### src/rtl/manta_bus_arbiter.sv
// -----------------------------------------------------------------------------
// manta_bus_arbiter
//
// Purpose: two-master round-robin arbiter for the 16-bit Manta register bus.
// Each master owns a one-entry pending buffer. Buffered requests are granted
// one at a time onto the daisy-chained core bus. The transaction returning
// from the end of the chain is routed back to the master that issued it.
//
// Handshake: there is no back-pressure anywhere. Every *_valid signal is a
// single-cycle pulse that carries its payload in that same cycle. A request
// pulse is either buffered or, when the buffer is still occupied, dropped and
// recorded in the sticky mX_drop_o flag.
//
// Ports:
//   clk, rst_n                      clock; synchronous active-low reset
//   m{0,1}_addr_i/_data_i/_rw_i     request fields (rw: 1 = write)
//   m{0,1}_valid_i                  request pulse
//   m{0,1}_data_o/_rw_o/_valid_o    response to that master
//   m{0,1}_drop_o                   sticky overflow flag
//   bus_addr_o/_data_o/_rw_o        transaction to the core chain (held)
//   bus_valid_o                     transaction pulse
//   ret_addr_i/_data_i/_rw_i        transaction returning from the chain
//   ret_valid_i                     return pulse
//   timeout_o                       pulse when a transaction is abandoned
//
// Optional feature: define ARB_TIMEOUT_EN to abandon a transaction after
// TIMEOUT_CYCLES cycles in WAIT. Without it, WAIT lasts until a return.
// -----------------------------------------------------------------------------
module manta_bus_arbiter #(
   parameter int unsigned TIMEOUT_CYCLES = 255
) (
   input  logic        clk,
   input  logic        rst_n,
   input  logic [15:0] m0_addr_i,
   input  logic [15:0] m0_data_i,
   input  logic        m0_rw_i,
   input  logic        m0_valid_i,
   output logic [15:0] m0_data_o,
   output logic        m0_rw_o,
   output logic        m0_valid_o,
   output logic        m0_drop_o,
   input  logic [15:0] m1_addr_i,
   input  logic [15:0] m1_data_i,
   input  logic        m1_rw_i,
   input  logic        m1_valid_i,
   output logic [15:0] m1_data_o,
   output logic        m1_rw_o,
   output logic        m1_valid_o,
   output logic        m1_drop_o,
   output logic [15:0] bus_addr_o,
   output logic [15:0] bus_data_o,
   output logic        bus_rw_o,
   output logic        bus_valid_o,
   input  logic [15:0] ret_addr_i,
   input  logic [15:0] ret_data_i,
   input  logic        ret_rw_i,
   input  logic        ret_valid_i,
   output logic        timeout_o
);

   typedef enum logic {S_IDLE = 1'b0, S_WAIT = 1'b1} state_e;

   state_e      state_q, state_d;
   logic [1:0]  pend_q, pend_d;
   logic [15:0] buf_addr_q [2];
   logic [15:0] buf_addr_d [2];
   logic [15:0] buf_data_q [2];
   logic [15:0] buf_data_d [2];
   logic [1:0]  buf_rw_q, buf_rw_d;
   logic [1:0]  drop_q, drop_d;
   logic        last_q, last_d;
   logic        owner_q, owner_d;
   logic [15:0] bus_addr_q, bus_addr_d, bus_data_q, bus_data_d;
   logic        bus_rw_q, bus_rw_d, bus_valid_q, bus_valid_d;
   logic [15:0] rsp_data_q [2];
   logic [15:0] rsp_data_d [2];
   logic [1:0]  rsp_rw_q, rsp_rw_d, rsp_valid_q, rsp_valid_d;
   logic        timeout_q, timeout_d;
   logic        grant_en;
   logic        grant_sel;

   // Request inputs gathered per master so both buffers share one code path.
   logic [15:0] req_addr [2];
   logic [15:0] req_data [2];
   logic [1:0]  req_rw, req_valid;
   assign req_addr[0] = m0_addr_i;
   assign req_addr[1] = m1_addr_i;
   assign req_data[0] = m0_data_i;
   assign req_data[1] = m1_data_i;
   assign req_rw      = {m1_rw_i, m0_rw_i};
   assign req_valid   = {m1_valid_i, m0_valid_i};

`ifdef ARB_TIMEOUT_EN
   logic [15:0] cnt_q, cnt_d;
   logic [16:0] cnt_inc;
   assign cnt_inc = {1'b0, cnt_q} + 17'd1;
`endif

   // The return address is never inspected: with a single outstanding
   // transaction the owner is already known.
   logic unused_sink;
   assign unused_sink = ^{ret_addr_i, 16'(TIMEOUT_CYCLES)};

   always_comb begin
      state_d     = state_q;
      pend_d      = pend_q;
      buf_rw_d    = buf_rw_q;
      drop_d      = drop_q;
      last_d      = last_q;
      owner_d     = owner_q;
      bus_addr_d  = bus_addr_q;
      bus_data_d  = bus_data_q;
      bus_rw_d    = bus_rw_q;
      bus_valid_d = 1'b0;
      rsp_rw_d    = rsp_rw_q;
      rsp_valid_d = 2'b00;
      timeout_d   = 1'b0;
      grant_en    = 1'b0;
      grant_sel   = 1'b0;
      for (int i = 0; i < 2; i++) begin
         buf_addr_d[i] = buf_addr_q[i];
         buf_data_d[i] = buf_data_q[i];
         rsp_data_d[i] = rsp_data_q[i];
      end
`ifdef ARB_TIMEOUT_EN
      cnt_d = cnt_q;
`endif

      case (state_q)
         S_IDLE: begin
            if (|pend_q) begin
               grant_en = 1'b1;
               // On a tie the master not granted last time wins; otherwise
               // the single pending master is selected.
               grant_sel = (&pend_q) ? ~last_q : pend_q[1];
               bus_addr_d  = buf_addr_q[grant_sel];
               bus_data_d  = buf_data_q[grant_sel];
               bus_rw_d    = buf_rw_q[grant_sel];
               bus_valid_d = 1'b1;
               owner_d     = grant_sel;
               last_d      = grant_sel;
               state_d     = S_WAIT;
`ifdef ARB_TIMEOUT_EN
               cnt_d = 16'd0;
`endif
            end
         end
         S_WAIT: begin
            if (ret_valid_i) begin
               rsp_data_d[owner_q]  = ret_data_i;
               rsp_rw_d[owner_q]    = ret_rw_i;
               rsp_valid_d[owner_q] = 1'b1;
               state_d              = S_IDLE;
            end
`ifdef ARB_TIMEOUT_EN
            else if (cnt_inc == 17'(TIMEOUT_CYCLES)) begin
               // Abandoned: answer the owner with zero data and the type
               // that was issued, which bus_rw_q still holds.
               rsp_data_d[owner_q]  = 16'h0000;
               rsp_rw_d[owner_q]    = bus_rw_q;
               rsp_valid_d[owner_q] = 1'b1;
               timeout_d            = 1'b1;
               state_d              = S_IDLE;
            end else begin
               cnt_d = cnt_inc[15:0];
            end
`endif
         end
         default: state_d = S_IDLE;
      endcase

      // Buffer intake. The grant clears pend first, so a pulse in the grant
      // cycle reloads the buffer instead of being dropped.
      for (int i = 0; i < 2; i++) begin
         if (grant_en && (grant_sel == i[0])) begin
            pend_d[i] = 1'b0;
         end
         if (req_valid[i]) begin
            if (pend_d[i]) begin
               drop_d[i] = 1'b1;
            end else begin
               pend_d[i]     = 1'b1;
               buf_addr_d[i] = req_addr[i];
               buf_data_d[i] = req_data[i];
               buf_rw_d[i]   = req_rw[i];
            end
         end
      end
   end

   always_ff @(posedge clk) begin
      if (!rst_n) begin
         state_q     <= S_IDLE;
         pend_q      <= 2'b00;
         buf_rw_q    <= 2'b00;
         drop_q      <= 2'b00;
         last_q      <= 1'b1;
         owner_q     <= 1'b0;
         bus_addr_q  <= 16'h0000;
         bus_data_q  <= 16'h0000;
         bus_rw_q    <= 1'b0;
         bus_valid_q <= 1'b0;
         rsp_rw_q    <= 2'b00;
         rsp_valid_q <= 2'b00;
         timeout_q   <= 1'b0;
         for (int i = 0; i < 2; i++) begin
            buf_addr_q[i] <= 16'h0000;
            buf_data_q[i] <= 16'h0000;
            rsp_data_q[i] <= 16'h0000;
         end
`ifdef ARB_TIMEOUT_EN
         cnt_q <= 16'd0;
`endif
      end else begin
         state_q     <= state_d;
         pend_q      <= pend_d;
         buf_rw_q    <= buf_rw_d;
         drop_q      <= drop_d;
         last_q      <= last_d;
         owner_q     <= owner_d;
         bus_addr_q  <= bus_addr_d;
         bus_data_q  <= bus_data_d;
         bus_rw_q    <= bus_rw_d;
         bus_valid_q <= bus_valid_d;
         rsp_rw_q    <= rsp_rw_d;
         rsp_valid_q <= rsp_valid_d;
         timeout_q   <= timeout_d;
         for (int i = 0; i < 2; i++) begin
            buf_addr_q[i] <= buf_addr_d[i];
            buf_data_q[i] <= buf_data_d[i];
            rsp_data_q[i] <= rsp_data_d[i];
         end
`ifdef ARB_TIMEOUT_EN
         cnt_q <= cnt_d;
`endif
      end
   end

   assign m0_data_o   = rsp_data_q[0];
   assign m0_rw_o     = rsp_rw_q[0];
   assign m0_valid_o  = rsp_valid_q[0];
   assign m0_drop_o   = drop_q[0];
   assign m1_data_o   = rsp_data_q[1];
   assign m1_rw_o     = rsp_rw_q[1];
   assign m1_valid_o  = rsp_valid_q[1];
   assign m1_drop_o   = drop_q[1];
   assign bus_addr_o  = bus_addr_q;
   assign bus_data_o  = bus_data_q;
   assign bus_rw_o    = bus_rw_q;
   assign bus_valid_o = bus_valid_q;
   assign timeout_o   = timeout_q;

endmodule

### config.mk
export PLATFORM = sky130hd
export DESIGN_NAME = manta_bus_arbiter
export DESIGN_NICKNAME = d
export VERILOG_FILES = /design/src/rtl/manta_bus_arbiter.sv
export SDC_FILE = /design/constraint.sdc
export NUM_CORES = 1
export LEC_CHECK = 0
export CORE_MARGIN = 10
export CORE_UTILIZATION = 41
export CTS_CLUSTER_SIZE = 25
export DETAILED_ROUTE_END_ITERATION = 6
export PLACE_DENSITY = 0.86
export SYNTH_ARGS = -nofsm -noshare
export SYNTH_HDL_FRONTEND = slang
export SYNTH_SLANG_ARGS = --single-unit
### constraint.sdc
create_clock -name clk -period 2.03 [get_ports clk]
set_input_delay 0.406 -clock clk [delete_from_list [all_inputs] [get_ports clk]]
set_output_delay 0.406 -clock clk [all_outputs]
set_load 0.02 [all_outputs]
==> impl_metrics.yaml, run 1 <==
run_status:
  run_status: "finished, final reports clean"
power_and_ir_drop:
  power_density_mw_per_mm2: 958
  ir_worst_vdd_v: 0.000556
  total_leakage_power_nw: 2.89
logic_synthesis:
  syn_area_sq_mm: 0.00546
  ys_warn_count: 0
  avgSynthCellArea_sq_um: 11.2
  syn_nets: 592
  ys_seq_area_share_pct: 64.2
  synthDistinctLibCells: 28
  synth-seq-cells: 143
  synthCells: 488
cells_and_area:
  final_cells: 844
  antennaDiodeCount: 0
  syn_to_final_growth_pct: 44.4
  final_util_pct: 60.0
  multi_input_area_sq_mm: 0.00176
  layout.nets: 759
  layout_commonest_cell: "clkdlybuf4s50_1"
  nFillCells: 1070
  layout_common_cells: "clkdlybuf4s50_1 (159), dfxtp_1 (79), nand2_1 (74)"
  regArea_sq_mm: 0.00350
  drive_gt1_share_pct: 8.53
clock_network:
  cts.clk_slew.worst_paths_ns: 0.05
  clk_latency_ns: 0.42
  cts_sinks: 143
  numCtsBuffers: 17
  cts_root_buf: "clkbuf_16"
  cts_resized: 0
  htree_levels: 4
  cts_hold_buf: 0
  cts_tree: "yes"
  clockBufferDepth: 2
  cts_setup_buffers: 0
setup_path:
  required_ns: 1.62
  r2r_slack_ns: 0.32
  r2r.worst_path.cells: 5
  regToRegStartpoint: "state_q$_SDFF_PN0_"
  slowest_stage: "clkdlybuf4s50_1"
  critPathTopFamily: "buffers and inverters"
  critPathMaxFanout: 2
  path_class: "register to primary output"
  cp_cell_sequence: "clkdlybuf4s50_1"
  crit_arrival_ns: 1.41
  path_buf_inv: 1
  rr_endpoint: "buf_data_q[1][0]$_SDFFCE_PN0P_"
  slowest_delay_ns: 0.64
  worstSetupStartpointType: "register"
  end_kind: "primary output"
sta:
  skew_ns: 0.0125
  slew_violations: 0
  fin_crit_ns: 1.82
  fin_tns_setup_ns: 0
  hold_viol: 0
  fmax_mhz: 549
  setup_viol: 0
  finalCritPeriodShare_pct: 89.7
  rsz0062_at_grt: "no"
min_path:
  holdPathStages: 2
  holdPathEnd: "rsp_data_q[0][6]$_SDFFE_PN0P_"
  holdCritPathClass: "register to register"
  hp-start: "rsp_data_q[0][6]$_SDFFE_PN0P_"
placed_design:
  dp_hpwl_um: 9770
  numPlacedInstances: 812
  gp_congestion: 0.735
  port-buffer-count: 159
die:
  initial_core_util_pct: 41.5
  die_h_um: 135
  row_count: 42
  die-area_sq_mm: 0.0183
  fp.dieW_um: 135
  pin_count: 177
  core_area_sq_mm: 0.0131
job:
  cap_violations: 0
routing:
  avgRoutedWirePerCell_um: 16.1
  top_layer_used: "met4"
  dr.pass1.iters: 5
  wl_met2_um: 6370
  routedLengthMet1_um: 5680
  dr_wl_met3_um: 1270
  viasPerCell: 4.89
  first_iter_violations: 198
  ant_nets: 0
  num_vias: 4125
  routed_wl_um: 13600
  route.detailed.drc: 0
global_route:
  grt_start_max_net_pins: 49
  grt_overflow: 0
  grt_pass1_vias: 4359
  grt_pass1_wl_um: 21600
  antenna_found_initial: 0
  grt_usage_pct: 15.0
-- worst max path at each step --
stage	cells after the start	startpoint	endpoint	slack, ns
floorplan	5	state_q$_SDFF_PN0_	buf_addr_q[0][0]$_SDFFCE_PN0P_	0.13
global placement	6	m0_valid_i	buf_addr_q[1][1]$_SDFFCE_PN0P_	0.02
detailed placement	6	m1_valid_i	buf_data_q[1][5]$_SDFFCE_PN0P_	-0.02
CTS	1	bus_data_o[11]$_SDFFE_PN0P_	bus_data_o[11]	0.19
global route	1	bus_data_o[11]$_SDFFE_PN0P_	bus_data_o[11]	0.16
finish	1	bus_data_o[11]$_SDFFE_PN0P_	bus_data_o[11]	0.21
-- Yosys cell counts --
cell       number  area share [%]
nor2b_1         2            0.23
buf_2           6            0.55
conb_1          1           0.069
and2_1         65             7.5
buf_6           6             1.2
mux2_1          1            0.21
o311a_1         1            0.18
nand2_1        74             5.1
nand2b_1        2            0.23
o21ai_0        35             3.2
nor2_1         10            0.69
a21oi_2         1            0.16
a31oi_4         1            0.39
nor2_2          2            0.23
inv_1           2            0.14
inv_2           3            0.21
dfxtp_1        79              29
mux2i_1        34             6.2
clkbuf_1       14            0.96
buf_4           4            0.55
nand2_2         1            0.11
o211ai_1        1            0.14
nand3_1         3            0.28
a2bb2oi_1       1            0.16
o21ai_1         3            0.28
edfxtp_1       64              35
a21oi_1        71             6.5
a21oi_4         1            0.30
-- state kept, by name, summed over array words and instances, names as in the netlist --
| register | count |
|---|---|
| buf_data_q | 32 |
| drop_q | 2 |
| buf_rw_q | 2 |
| bus_addr_o | 16 |
| bus_valid_o | 1 |
| pend_q | 2 |
| rsp_rw_q | 2 |
| bus_rw_o | 1 |
| state_q | 1 |
| last_q | 1 |
| buf_addr_q | 32 |
| rsp_data_q | 32 |
| owner_q | 1 |
| rsp_valid_q | 2 |
| bus_data_o | 16 |
-- area by class of cell --
type                            instances  area share [%]
Timing Repair Buffer                  178            22.3
Tap cell                              176            2.80
Clock inverter                         12            2.13
Inverter                                5           0.238
Clock buffer                           20            5.67
Multi-Input combinational cell        310            22.4
Sequential cell                       143            44.5
-- power breakdown --
part | internal [mW] | switching (mW) | total [mW]
combinational | 0.495 | 0.488 | 0.982
sequential | 3.26 | 0.103 | 3.36
clock | 2.07 | 1.13 | 3.20
-- stage by stage --
step	instance area [sq um]	power (mW)	worst slack, ns	hold WS, ns
after global placement	7260	4.38	0.0214	0.441
after CTS	7880	7.62	0.194	0.456
after floorplan	5460	3.91	0.126	0.437
final	7880	7.55	0.210	0.456
after detailed placement	7260	4.42	-0.0187	0.450
after global routing	7880	7.84	0.164	0.478
-- routing by layer --
metal	global-route usage [%]	up-vias
li1	-	2016
met1	17.3	1922
met3	5.30	19
met2	24.1	168
met5	0	-
met4	7.54	0
-- kinds of logic (layout without fill, tap and decap cells) --
kind of cell           count (synthesis)  in the layout  synth area share [%]
AO/OA/AOI/OAI                        115            115                  11.3
buffers and inverters                 35            215                  3.65
flip-flops                           143            143                  64.2
multiplexers                          35             35                  6.44
other                                  1              1                0.0687
AND/OR/NAND/NOR                      159            159                  14.3
Power figures use the tool's default switching activity.
==> inputs of run 2 (changes only) <==
--- a/config.mk
+++ b/config.mk
@@ -7,7 +7,6 @@
 export LEC_CHECK = 0
 export CORE_MARGIN = 10
 export CORE_UTILIZATION = 41
-export CTS_CLUSTER_SIZE = 25
 export DETAILED_ROUTE_END_ITERATION = 6
 export PLACE_DENSITY = 0.86
 export SYNTH_ARGS = -nofsm -noshare
==> results of run 2 <==
Same layout as run 1: the final DEF is identical, and so are final timing and power.
